[src/rtl/otter_cu_fsm.sv]
// Multicycle control FSM for the OTTER core: fetch / execute / load writeback plus interrupt entry.
// Latency: non-load 2+MEM_WAIT cycles, load 3+2*MEM_WAIT cycles, taken interrupt +1 cycle.
// Backpressure: none; memory latency is a fixed MEM_WAIT stall, and the FSM never waits on a handshake.
//
// Ports:
//   CLK, RST_N           clock and asynchronous active-low reset
//   CU_OPCODE, FUNC3     fields of the instruction register
//   IRQ, IRQ_EN          level interrupt lines (edge-captured here) and global enable
//   PC_WRITE, REG_WRITE, MEM_RDEN1, MEM_RDEN2, MEM_WE2, CSR_WE   datapath enables
//   INT_TAKEN            interrupt entry, forces the decoder's PC_SOURCE to the trap vector
//   IRQ_ID, IRQ_ACK      lowest pending line index and one-hot acknowledge in the interrupt cycle
module otter_cu_fsm #(
  parameter int NUM_IRQ  = 4,
  parameter int MEM_WAIT = 1,
  localparam int ID_W    = (NUM_IRQ > 1) ? $clog2(NUM_IRQ) : 1
) (
  input  logic               CLK,
  input  logic               RST_N,
  input  logic [6:0]         CU_OPCODE,
  input  logic [2:0]         FUNC3,
  input  logic [NUM_IRQ-1:0] IRQ,
  input  logic               IRQ_EN,
  output logic               PC_WRITE,
  output logic               REG_WRITE,
  output logic               MEM_RDEN1,
  output logic               MEM_RDEN2,
  output logic               MEM_WE2,
  output logic               CSR_WE,
  output logic               INT_TAKEN,
  output logic [ID_W-1:0]    IRQ_ID,
  output logic [NUM_IRQ-1:0] IRQ_ACK
);

  localparam logic [1:0] ST_FETCH = 2'd0;
  localparam logic [1:0] ST_EXEC  = 2'd1;
  localparam logic [1:0] ST_WB    = 2'd2;
  localparam logic [1:0] ST_INTR  = 2'd3;

  localparam logic [2:0] WAIT_LAST = 3'(MEM_WAIT);

  localparam logic [6:0] OP_LOAD   = 7'b0000011;
  localparam logic [6:0] OP_STORE  = 7'b0100011;
  localparam logic [6:0] OP_BRANCH = 7'b1100011;
  localparam logic [6:0] OP_LUI    = 7'b0110111;
  localparam logic [6:0] OP_AUIPC  = 7'b0010111;
  localparam logic [6:0] OP_JAL    = 7'b1101111;
  localparam logic [6:0] OP_JALR   = 7'b1100111;
  localparam logic [6:0] OP_IMM    = 7'b0010011;
  localparam logic [6:0] OP_REG    = 7'b0110011;
  localparam logic [6:0] OP_SYSTEM = 7'b1110011;

  logic [1:0]         state;
  logic [1:0]         state_nxt;
  logic [2:0]         cnt;
  logic [2:0]         cnt_nxt;
  logic [NUM_IRQ-1:0] pending;
  logic [NUM_IRQ-1:0] irq_prev;
  logic [NUM_IRQ-1:0] irq_rise;
  logic               wait_done;
  logic               irq_go;
  logic               is_load;

  assign wait_done = (cnt == WAIT_LAST);
  assign irq_go    = (|pending) & IRQ_EN;
  assign is_load   = (CU_OPCODE == OP_LOAD);
  assign irq_rise  = IRQ & ~irq_prev;

  // Lowest set index wins: scan from the top so the last hit is the lowest.
  always_comb begin
    IRQ_ID = '0;
    for (int i = NUM_IRQ - 1; i >= 0; i--) begin
      if (pending[i]) IRQ_ID = ID_W'(i);
    end
  end

  // Output decode, purely combinational from state, counter, opcode and pending.
  always_comb begin
    PC_WRITE  = 1'b0;
    REG_WRITE = 1'b0;
    MEM_RDEN1 = 1'b0;
    MEM_RDEN2 = 1'b0;
    MEM_WE2   = 1'b0;
    CSR_WE    = 1'b0;
    INT_TAKEN = 1'b0;
    IRQ_ACK   = '0;
    case (state)
      ST_FETCH: MEM_RDEN1 = (cnt == 3'd0);
      ST_EXEC: begin
        case (CU_OPCODE)
          OP_LOAD:   MEM_RDEN2 = 1'b1;
          OP_STORE: begin
            MEM_WE2  = 1'b1;
            PC_WRITE = 1'b1;
          end
          OP_BRANCH: PC_WRITE = 1'b1;
          OP_LUI, OP_AUIPC, OP_JAL, OP_JALR, OP_IMM, OP_REG: begin
            PC_WRITE  = 1'b1;
            REG_WRITE = 1'b1;
          end
          OP_SYSTEM: begin
            PC_WRITE = 1'b1;
            // Only csrrw writes a GPR and a CSR; every other funct3 is treated as mret.
            if (FUNC3 == 3'b001) begin
              REG_WRITE = 1'b1;
              CSR_WE    = 1'b1;
            end
          end
          default:   PC_WRITE = 1'b1;
        endcase
      end
      ST_WB: begin
        PC_WRITE  = wait_done;
        REG_WRITE = wait_done;
      end
      ST_INTR: begin
        INT_TAKEN = 1'b1;
        PC_WRITE  = 1'b1;
        CSR_WE    = 1'b1;
        // Masked by pending so an empty pending vector can never ack line 0.
        IRQ_ACK   = pending & (NUM_IRQ'(1) << IRQ_ID);
      end
      default: ;
    endcase
  end

  // Next state; the counter defaults to zero so every state entry starts a fresh count.
  always_comb begin
    state_nxt = state;
    cnt_nxt   = 3'd0;
    case (state)
      ST_FETCH: begin
        if (wait_done) state_nxt = ST_EXEC;
        else           cnt_nxt   = cnt + 3'd1;
      end
      ST_EXEC: begin
        if (is_load)     state_nxt = ST_WB;
        else if (irq_go) state_nxt = ST_INTR;
        else             state_nxt = ST_FETCH;
      end
      ST_WB: begin
        if (!wait_done)  cnt_nxt   = cnt + 3'd1;
        else if (irq_go) state_nxt = ST_INTR;
        else             state_nxt = ST_FETCH;
      end
      default: state_nxt = ST_FETCH;
    endcase
  end

  always_ff @(posedge CLK or negedge RST_N) begin
    if (!RST_N) begin
      state    <= ST_FETCH;
      cnt      <= 3'd0;
      pending  <= '0;
      irq_prev <= '0;
    end else begin
      state    <= state_nxt;
      cnt      <= cnt_nxt;
      irq_prev <= IRQ;
      // A new rising edge on the line being acked survives the ack.
      pending  <= (pending & ~IRQ_ACK) | irq_rise;
    end
  end

endmodule

[config.mk]
export PLATFORM = sky130hd
export DESIGN_NAME = otter_cu_fsm
export DESIGN_NICKNAME = d
export VERILOG_FILES = /design/src/rtl/otter_cu_fsm.sv
export SDC_FILE = /design/constraint.sdc
export NUM_CORES = 1
export LEC_CHECK = 0
export CELL_PAD_IN_SITES_DETAIL_PLACEMENT = 2
export CELL_PAD_IN_SITES_GLOBAL_PLACEMENT = 2
export CORE_ASPECT_RATIO = 1.25
export CORE_UTILIZATION = 24
export CTS_CLUSTER_DIAMETER = 30
export DETAILED_ROUTE_END_ITERATION = 7
export PLACE_DENSITY_LB_ADDON = 0.1
export SLEW_MARGIN = 20
export SYNTH_ARGS = -nofsm -noshare
export SYNTH_HDL_FRONTEND = slang
export SYNTH_SLANG_ARGS = --single-unit
export TNS_END_PERCENT = 10
[constraint.sdc]
create_clock -name CLK -period 3.22 [get_ports CLK]
set_clock_uncertainty 0.2 [all_clocks]
set_input_delay 0.966 -clock CLK [delete_from_list [all_inputs] [get_ports CLK]]
set_output_delay 0.966 -clock CLK [all_outputs]
set_load 0.01 [all_outputs]
**Word level (Yosys, flattened, before mapping)**

Index checks and enable logic that the tools add are counted.

- Shifts and indexed selects: 1
- $add $sub $neg: 1
- Multiplexer cells: 25
- Equality and inequality tests: 16
- Reductions and logical operators: 6
- Bitwise gates (word level): 7

Operator list:

| cell | count |
|---|---|
| == test 7 x 6 -> 1 bit, second input constant | 3 |
| == test 7 bit, second input constant | 3 |
| two-way mux 2 bit | 8 |
| == test 7 x 5 -> 1 bit, second input constant | 2 |
| bitwise AND 4 bit | 3 |
| two-way mux 1 bit | 9 |
| inverter 4 bit | 2 |
| == test 7 x 2 -> 1 bit, second input constant | 1 |
| == test 3 x 1 -> 1 bit, second input constant | 2 |
| two-way mux 3 bit | 2 |
| one-hot mux 1 bit (2 select lines) | 3 |
| one-hot mux 2 bit (3 select lines) | 1 |
| OR reduction 6 bit | 1 |
| == test 2 bit, second input constant | 2 |
| two-way mux 4 bit | 1 |
| != test 2 bit, second input constant | 2 |
| bitwise OR 4 bit | 1 |
| OR reduction 4 bit | 1 |
| << shifter 1 x 2 -> 4 bit, first input constant | 1 |
| adder 3 x 1 -> 3 bit, second input constant | 1 |
| zero test 3 bit | 1 |
| one-hot mux 1 bit (3 select lines) | 1 |
| == test 2 x 1 -> 1 bit, second input constant | 1 |
| zero test 2 bit | 1 |
| 3 further kinds | 3 |

- Bits of input ports: 17
- Register bits: 13
- Logic and storage cells: 60

**Depth between registers and ports, before layout**

Gate-level depths: netlist (run 1).

- Depth after elaboration: 10
- Gate-level depth with buffers: 6
- Gate-level depth less buffers: 6

**Worst setup path before layout (run 1)**

No wires, ideal clock.

- Kind: input-to-output
- Start: in CU_OPCODE[0]
- End: out REG_WRITE
- Arrival time: 1.902 ns
- Setup slack: 0.152 ns
- Cell stages on the path: 4
- Required time: 2.054 ns
- Buffers on the path: 0
- Cell sequence: nand3_2 or4b_4 nor3_2 o31a_1

- Word-level cells in the longest chain between the ends: 4
- Elaborated cells on any way between the ends: 10

Ends and longest elaborated chain:

| item | RTL line | RTL |
|---|---|---|
| from (decl) | 19 | `input logic [6:0] CU_OPCODE,` |
| == test 7 x 6 -> 1 bit, or another cell as far along | 89 | `case (CU_OPCODE)` |
| OR reduction 6 bit | 89 |  |
| one-hot mux 1 bit (2 select lines) (*) | 89 |  |
| one-hot mux 1 bit (2 select lines) (*) | 86 | `case (state)` |
| to (decl) | 24 | `output logic REG_WRITE,` |

Every way passes the cells marked *; elsewhere a longest branch is shown, timed or not.

**Worst setup path in the final report (run 1)**

Same ends and word-level chain as after synthesis.

==> summary.md, run 1 <==
| Metric | Value |
|---|---|
| Status | `finished, violations left` |
| Failing checks | `negative setup slack` |
| Min setup slack post-route | `-0.0261 ns` |
| Vias per cell | `4.64` |
| CP max FO | `2` |
| Synth Instances | `80` |
| Dpl cell area | `1150 um^2` |
| Clk Latency, worst-skew pair | `roughly 0.27 ns` |
| Final Routed Wirelength | `between 2 and 2.5 mm` |
| NumNets Final | `147` |
| PortBufs | `29` |
| Critical Path AT | `between 2 and 2.5 ns` |
| GP Congestion | `about 0.75` |
| CP Capture Type | `output pin` |
| Pwr per Cell Area | `about 550 nW/um^2` |
| CTS hold repair buffers | `0` |
| Register area share after synthesis | `0.431` |
| Longest Clk Path Bufs | `2` |
| Largest cells by area after synthesis | `dfrtp_1 (43%), ha_1 (6.6%), nor2_1 (5.5%)` |
| CTS Buf Count | `3` |
| Antenna-violating nets left | `0` |
| Detailed Place HPWL | `approximately 1.9 mm` |
| Ys async rst share | `1.00` |
| TritonRoute pass-1 iters | `2` |
| Non-Filler Instances | `around 160` |
| Initial DRC Count | `2` |
| Met3 usage | `0.0211` |
| Number of enable flip-flop cells after synthesis | `0` |
| Post-synth top area share | `0.431` |
| Mapped Area | `between 700 and 800 um^2` |
| Placed cells | `approximately 150` |
| Seq cells post-synth | `13` |
| Ports | `30` |
| Clk slew on worst S/H paths | `approximately 0.080 ns` |
| Ys Warns | `0` |
| Clk sink count | `13` |
| Slew Limit Fails | `0` |
| Grt met2 use | `0.274` |
| Area added between synthesis and finish | `62.0%` |
| H-tree Lvls | `1` |
| RSZ-0062 raised after global routing | `yes` |
| Worst Path Required | `2.05 ns` |
| Post-Route Utilization | `0.411` |
| Synthesized net count | `between 100 and 150` |
| Critical path class | `in2out` |
| Hold Path Class | `reg2reg` |
| Initial Util | `0.254` |
| Initial antenna violation count | `0` |
| CTS tree | `yes` |
| Maxcap violations | `0` |
| Slew @ Worst Pin | `0.583 ns` |
| Rel. slew slack | `0.610` |
| Largest net degree at the start of global routing | `14` |
| Period Utilization, post-route | `1.01` |
| # setup viols final | `2` |
| Num rows | `22` |
| Crit start category | `primary input` |
| Die width | `approximately 52 um` |
| Design Area, Final | `around 1200 um^2` |
| Yosys cell types | `32` |
| GR Util met1 | `0.208` |
| Setup TNS | `-0.0364 ns` |
| Drt drc | `0` |
| Drt wl/cell | `around 14 um` |
| First-pass GRT wire length | `approximately 4.0 mm` |
| Total congestion overflow | `0` |
| Crit path time final | `3.25 ns` |
| Fmax | `0.308 GHz` |
| Gr busiest metal | `met2` |
| Filler cell count | `335` |
| Max IR drop VDD | `about 230 uV` |
| Post-synth top cells | `dfrtp_1 (13), nor2_1 (11), inv_1 (9), nand2_1 (5), o21ai_0 (5)` |
| Most instantiated library cell after synthesis | `dfrtp_1` |
| Main synth FF type | `dfrtp_1` |
| Clk root buf | `clkbuf_4` |
| Lkg Pwr | `0.550 nW` |
| Total track usage | `0.163` |
| Syn avg cell area | `9.43 um^2` |
| Hold_ws | `0.233 ns` |
| Synth area leader | `dfrtp_1` |
| Diode count | `0` |
| Die area | `3370 um^2` |
| Final hold violations | `0` |
| Via count | `~750` |
| Share of layout cells above drive strength 1 | `0.296` |
| Core Footprint | `2970 um^2` |
| Number of global-route vias before repair | `~830` |
| Die H | `around 65 um` |
per-layer routing:
metal | up-vias | wire [um]
met3 | 2 | 48
met5 | - | 0
met4 | 0 | 18
li1 | 373 | -
met2 | 13 | 1220
met1 | 359 | 1010
flip-flops by register name (all words and copies together) (netlist names):
signal / cells
pending: 4
cnt: 3
irq_prev: 4
state: 2
cell families (layout without fill, tap and decap cells):
kind of cell | count (synthesis) | in the layout | synth area share
XOR/XNOR | 1 | 1 | 0.0116
adder cells (fa/ha/maj) | 4 | 4 | 0.0663
AND/OR/NAND/NOR | 34 | 34 | 0.269
buffers and inverters | 10 | 55 | 0.0497
AO/OA/AOI/OAI | 18 | 18 | 0.172
flip-flops | 13 | 13 | 0.431
path summary, 6_finish.rpt:
check | start | to | slack (ns) | depth (start not counted)
max reg2reg | state[0] | state[1] | 1.13 | 7
min in group asynchronous | RST_N | irq_prev[1] | 0.86 | 1
max | CU_OPCODE[0] | REG_WRITE | -0.03 | 6
max in group asynchronous | RST_N | pending[0] | 1.58 | 1
min | irq_prev[3] | pending[3] | 0.23 | 1
min reg2reg | irq_prev[3] | pending[3] | 0.23 | 1
layout make-up:
| type | instances | area (um^2) | share of cell area |
|---|---|---|---|
| clock buffers | 4 | 26.3 | 0.0215 |
| multi-input cells | 57 | 435 | 0.356 |
| flip-flops and latches | 13 | 325 | 0.266 |
| repair buffers | 42 | 357 | 0.292 |
| inverters | 9 | 33.8 | 0.0276 |
| well taps | 36 | 45.0 | 0.0368 |
placed cells by master (no fill, tap or decap), drive strengths merged, types with 2 or more instances in the layout:
cell type / count
clkdlybuf4s50: 16
dfrtp: 13
nor4b: 2
buf: 21
a21oi: 4
clkdlybuf4s15: 3
o21ai: 5
nor2: 11
nor3: 3
inv: 9
nand4b: 3
clkbuf: 4
nand2: 5
ha: 4
metrics by stage:
step	worst slack [ns]	power (mW)
2_1_floorplan	0.152	0.380
3_3_place_gp	-0.865	0.541
3_5_place_dp	-0.966	0.559
4_1_cts	-0.0566	0.673
5_1_grt	-0.0848	0.728
6_report	-0.0261	0.668
critical path, cell delays in order:
cell     delay, ns
buf_2         0.10
nand3_2       0.07
or4b_4        0.51
nor3_4        0.16
o31a_1        0.14
buf_2         0.13
repair_timing:
item                                    CTS  global route
endpoints found under the setup margin    7             7
setup buffers                             4             0
pin swaps                                 9             2
gates resized for setup                  44             7
report_power, final:
group / leakage [nW] / internal (mW) / switching, mW / total (mW)
clock network: 0.0150 / 0.0479 / 0.0527 / 0.101
logic: 0.386 / 0.182 / 0.161 / 0.343
registers: 0.149 / 0.190 / 0.0342 / 0.224
total: 0.550 / 0.421 / 0.247 / 0.668
Power figures use the tool's default switching activity.
==> run 2, diff against run 1 <==
--- a/config.mk
+++ b/config.mk
@@ -8,7 +8,8 @@
 export CELL_PAD_IN_SITES_DETAIL_PLACEMENT = 2
 export CELL_PAD_IN_SITES_GLOBAL_PLACEMENT = 2
 export CORE_ASPECT_RATIO = 1.25
-export CORE_UTILIZATION = 24
+export CORE_UTILIZATION = 25
+export CTS_BUF_LIST = sky130_fd_sc_hd__clkbuf_8
 export CTS_CLUSTER_DIAMETER = 30
 export DETAILED_ROUTE_END_ITERATION = 7
 export PLACE_DENSITY_LB_ADDON = 0.1
==> run 2 against run 1 <==
The flow still finishes with violations (negative setup slack). Critical path type unchanged. Non-clock buffer count shrank 3. Worst setup slack got worse by 0.026 ns. Total power rose by 1.5%. Via count up 0.67%. Flip-flop and latch count stayed put. Sequential share of layout area up 0.19 points. Clock power up 34%. Sequential power is essentially flat. Register-to-register slack about the same. Wire length fell by 3.4%. Combinational power down 6.7%. Largest power group unchanged. Hold slack got worse by 0.012 ns.
==> summary.md, run 2 (synthesis gave the netlist of run 1 again) <==
| Metric | Value |
|---|---|
| Status | `finished, violations left` |
| Failing checks | `negative setup slack` |
| Final hold violations | `0` |
| Diode count | `0` |
| Drt drc | `0` |
| First-pass GRT wire length | `around 3.7 mm` |
| Max IR drop VDD | `402 uV` |
| Initial Util | `0.273` |
| # setup viols final | `2` |
| H-tree Lvls | `1` |
| RSZ-0062 raised after global routing | `yes` |
| FF+latch area | `roughly 330 um^2` |
| Placed cells | `150` |
| Total power | `678 uW` |
| Pwr per Cell Area | `around 560 nW/um^2` |
| Hold Path Class | `reg2reg` |
| Die area | `roughly 3200 um^2` |
| Setup TNS | `-0.0903 ns` |
| CTS Buf Count | `3` |
| Slew Limit Fails | `0` |
| Via count | `about 750` |
| Die width | `between 50 and 60 um` |
| Final Routed Wirelength | `2.22 mm` |
| Clk slew on worst S/H paths | `~0.05 ns` |
| TritonRoute pass-1 iters | `3` |
| Fmax | `between 0.3 and 0.4 GHz` |
| Area added between synthesis and finish | `60.9%` |
| Crit path time final | `3.27 ns` |
| CTS hold repair buffers | `0` |
| Slew @ Worst Pin | `between 0.5 and 0.6 ns` |
| Rel. slew slack | `0.629` |
| Clk sink count | `13` |
| Detailed Place HPWL | `1.82 mm` |
| Non-Filler Instances | `around 160` |
| Initial DRC Count | `8` |
| Crit start category | `primary input` |
| Critical path class | `in2out` |
| Longest Clk Path Bufs | `2` |
| Largest net degree at the start of global routing | `14` |
| Clk Latency, worst-skew pair | `about 0.23 ns` |
| Most common cell after layout, fill and taps aside | `clkdlybuf4s50_1` |
| CP max FO | `3` |
| Hold_ws | `between 0.2 and 0.25 ns` |
| PortBufs | `29` |
| Filler cell count | `approximately 310` |
| Dpl cell area | `~1100 um^2` |
| GP Congestion | `approximately 0.67` |
| Clk root buf | `clkbuf_8` |
| Antenna-violating nets left | `0` |
| Critical Path AT | `2.11 ns` |
| Number of global-route vias before repair | `slightly above 800` |
| Ports | `30` |
| Most frequent cells in the layout | `clkdlybuf4s50_1 (15), dfrtp_1 (13), nor2_1 (11)` |
| Total congestion overflow | `0` |
| Period Utilization, post-route | `1.02` |
| Vias per cell | `4.82` |
| Maxcap violations | `0` |
| CTS tree | `yes` |
| NumNets Final | `around 140` |
| Lkg Pwr | `0.550 nW` |
| Initial antenna violation count | `0` |
| Min setup slack post-route | `-0.0525 ns` |
| Num rows | `21` |
| Die H | `roughly 63 um` |
| Share of layout cells above drive strength 1 | `0.246` |
| Core Footprint | `roughly 2800 um^2` |
| CP Capture Type | `output pin` |
| Worst Path Required | `around 2.1 ns` |
| Top flop regs | `irq_prev: 4 flops, pending: 4 flops, cnt: 3 flops` |
| Design Area, Final | `about 1200 um^2` |
| Drt wl/cell | `14.2 um` |
| Multi-input logic area | `417 um^2` |
| Total track usage | `0.148` |
## run 2: metrics by stage
step	setup WS (ns)	utilization
global placement	-0.919	0.415
finish	-0.0525	0.440
global route	-0.137	0.440
CTS	-0.0727	0.433
floorplan	0.152	-
detailed placement	-0.963	0.415
## run 2: path summary, 6_finish.rpt
kind	from	endpoint	slack [ns]	cells past startpoint
hold reg to reg	irq_prev[2]	pending[2]	0.22	1
setup reg to reg	state[0]	state[1]	1.12	7
max in group asynchronous	RST_N	cnt[2]	1.56	1
setup / recovery	CU_OPCODE[3]	REG_WRITE	-0.05	6
min in group asynchronous	RST_N	pending[2]	0.89	1
hold / removal	irq_prev[2]	pending[2]	0.22	1
## run 2: timing repair
action                                  4_1_cts  5_1_grt
endpoints found under the setup margin        5        5
gates cloned                                  0        0
setup buffers                                 2        0
resized for setup                            46        4
pin swaps                                     8        0
## run 2: per-layer routing
layer | global-route usage | wire (um) | vias up | share of wire
met3 | 0.0193 | 129 | 2 | 0.058
met4 | 0.0313 | 17 | 0 | 0.0077
li1 | - | - | 369 | -
met1 | 0.178 | 908 | 358 | 0.41
met5 | 0 | 0 | - | 0
met2 | 0.271 | 1160 | 23 | 0.52
## run 2: cell type report
| cell class | instances | area share |
|---|---|---|
| Multi-Input combinational cell | 57 | 0.343 |
| Timing Repair Buffer | 39 | 0.289 |
| Clock buffer | 3 | 0.0340 |
| Inverter | 9 | 0.0278 |
| Sequential cell | 13 | 0.268 |
| Tap cell | 34 | 0.0351 |
| Clock inverter | 1 | 0.00309 |
## run 2: worst max-delay path, stage by stage
cell    delay, ns
buf_6        0.10
or4b_4       0.55
nor3_4       0.13
buf_4        0.13
o31a_1       0.10
buf_2        0.12
## run 2: power by group
part / switching, mW / leakage [nW] / internal [mW] / total, mW
clock: 0.0515 / 0.0269 / 0.0837 / 0.135
combinational: 0.150 / 0.374 / 0.169 / 0.320
sequential: 0.0326 / 0.149 / 0.191 / 0.224
==> run 3, diff against run 2 <==
--- a/config.mk
+++ b/config.mk
@@ -7,7 +7,7 @@
 export LEC_CHECK = 0
 export CELL_PAD_IN_SITES_DETAIL_PLACEMENT = 2
 export CELL_PAD_IN_SITES_GLOBAL_PLACEMENT = 2
-export CORE_ASPECT_RATIO = 1.25
+export CORE_ASPECT_RATIO = 1.4
 export CORE_UTILIZATION = 25
 export CTS_BUF_LIST = sky130_fd_sc_hd__clkbuf_8
 export CTS_CLUSTER_DIAMETER = 30
==> run 3 against run 2 <==
The flow still finishes with violations (negative setup slack). Clock-buffer cell count did not move. First-iteration DRC count shrank 13%. Flip-flop and latch count unchanged. Largest cell class unchanged.
==> summary.md, run 3 (synthesis gave the netlist of run 1 again) <==
| Metric | Value |
|---|---|
| Die width | `around 48 um` |
| CTS hold repair buffers | `0` |
| CTS tree | `yes` |
| Clk sink count | `13` |
| Pint | `approximately 450 uW` |
| Total power | `around 700 uW` |
| First-pass GRT wire length | `around 4.2 mm` |
| Clk Latency, worst-skew pair | `around 0.25 ns` |
| Critical path class | `in2out` |
| Critical path's top delay family | `simple AND/OR/NAND/NOR gates` |
| Worst R2R Setup Slack | `1.17 ns` |
| Drt wl/cell | `15.4 um` |
| Maxcap violations | `0` |
| Psw | `roughly 250 uW` |
| Lkg Pwr | `roughly 0.59 nW` |
| Vias per cell | `around 4.8` |
| Initial DRC Count | `7` |
| Failing checks | `negative setup slack` |
| H-tree Lvls | `1` |
| Highest metal used | `met4` |
| Crit path time final | `between 3 and 4 ns` |
| Slew Limit Fails | `0` |
| Clock power frac | `0.209` |
| Status | `finished, violations left` |
| Share of layout cells above drive strength 1 | `0.341` |
| Total congestion overflow | `0` |
| Filler cell count | `322` |
| Hold path start | `irq_prev[1]` |
| Multi-input logic area | `roughly 440 um^2` |
| Slew @ Worst Pin | `0.610 ns` |
| Most frequent cells in the layout | `buf_4 (20), clkdlybuf4s50_1 (15), dfrtp_1 (13)` |
| Critical Path AT | `2.12 ns` |
| Die area | `about 3200 um^2` |
| Hold_ws | `roughly 0.23 ns` |
| Seq pwr share | `0.318` |
| Crit start category | `primary input` |
| Crit Reg-Reg Endpoint | `state[0]` |
| Number of global-route vias before repair | `between 900 and 1k` |
| Core Footprint | `around 2900 um^2` |
| TritonRoute pass-1 iters | `2` |
| Antenna-violating nets left | `0` |
| Die H | `67 um` |
| FF+latch area | `325 um^2` |
| CP Capture Type | `output pin` |
| Period Utilization, post-route | `1.02` |
| Diode count | `0` |
| Place WS | `-0.905 ns` |
| Most common cell after layout, fill and taps aside | `buf_4` |
| PortBufs | `29` |
| Comb pwr share | `0.473` |
| CTS Buf Count | `3` |
| Num rows | `23` |
| Longest Clk Path Bufs | `2` |
| Worst r2r src | `state[0]` |
| NumNets Final | `154` |
| Max IR drop VDD | `251 uV` |
| Clk slew on worst S/H paths | `0.05 ns` |
| Fmax | `slightly above 0.3 GHz` |
| # setup viols final | `3` |
| Drt drc | `0` |
| Total track usage | `0.176` |
| Area added between synthesis and finish | `73.6%` |
| Worst Path Buf+Inv | `3` |
| Met2 WL | `~1.6 mm` |
| Initial Util | `0.262` |
| Largest net degree at the start of global routing | `14` |
| Detailed Place HPWL | `roughly 1.9 mm` |
| GP Congestion | `about 0.69` |
| Worst path max stage delay | `roughly 0.30 ns` |
| Hold Path Class | `reg2reg` |
| Worst r2r path cells | `7` |
| CP max stage cell | `nor4_4` |
| Sw frac | `0.360` |
| Rel. slew slack | `0.592` |
| Top flop regs | `irq_prev: 4 flops, pending: 4 flops, cnt: 3 flops` |
| Wl on met1 | `906 um` |
| CP max FO | `3` |
| Pwr per Cell Area | `around 530 nW/um^2` |
| WHS Endpoint | `pending[1]` |
| Met3 routed WL | `approximately 89 um` |
| Worst Path Required | `approximately 2 ns` |
| Worst-path cell chain | `buf_8 > nor4_4 > nand4b_1 > buf_4 > a211oi_2 > nor2_1 > buf_2` |
| Clk root buf | `clkbuf_8` |
| Hold depth | `1` |
| Final hold violations | `0` |
| Initial antenna violation count | `0` |
| Via count | `slightly above 800` |
| Ports | `30` |
| Final Routed Wirelength | `roughly 2.6 mm` |
| RSZ-0062 raised after global routing | `yes` |
| Min setup slack post-route | `-0.0710 ns` |
[run 3: worst max-delay path by stage]
stage | start | to | slack, ns | depth (start not counted)
6_report | CU_OPCODE[3] | PC_WRITE | -0.07 | 7
3_3_place_gp | CU_OPCODE[0] | REG_WRITE | -0.87 | 6
3_5_place_dp | CU_OPCODE[0] | REG_WRITE | -0.91 | 6
2_1_floorplan | CU_OPCODE[0] | REG_WRITE | 0.15 | 4
4_1_cts | CU_OPCODE[6] | PC_WRITE | -0.07 | 7
5_1_grt | CU_OPCODE[3] | PC_WRITE | -0.24 | 7
[run 3: repair_timing]
action	in CTS	in global routing
gates resized for setup	57	8
pin swaps	9	4
endpoints found under the setup margin	5	9
buffers inserted	12	0
[run 3: power groups by stage]
stage	sequential, mW	combinational, mW	clock [mW]
after global routing	0.229	0.360	0.155
after CTS	0.224	0.329	0.154
after floorplan	0.221	0.159	0
after detailed placement	0.225	0.329	0
after global placement	0.225	0.320	0
final	0.223	0.331	0.146
[run 3: worst reg2reg max path: cells and delay by family, from the launching register on]
family                   cells  cell delay [ns]
buffers and inverters        2             0.22
adder cells (fa/ha/maj)      1             0.22
flip-flops                   1             0.39
AO/OA/AOI/OAI                2             0.69
AND/OR/NAND/NOR              2             0.21
[run 3: area by class of cell]
type | count | share of cell area
multi-input cells | 57 | 0.332
well taps | 37 | 0.0353
flip-flops and latches | 13 | 0.248
clock inverters | 1 | 0.00287
inverters | 9 | 0.0258
repair buffers | 49 | 0.324
clock buffers | 3 | 0.0315
[run 3: per-layer routing]
layer / GRT usage / vias to the layer above
met2: 0.366 / 28
met5: 0 / -
met3: 0.0183 / 5
met1: 0.164 / 386
met4: 0.0993 / 0
li1: - / 389
[run 3: through the flow]
stage | setup TNS [ns] | std cells | utilization | area [um^2]
finish | -0.135 | 169 | 0.455 | 1310
global route | -0.805 | 169 | 0.455 | 1310
CTS | -0.0679 | 169 | 0.450 | 1290
detailed placement | -4.23 | 155 | 0.404 | 1160
global placement | -4.02 | 155 | 0.404 | 1160
floorplan | 0 | 80 | - | 754
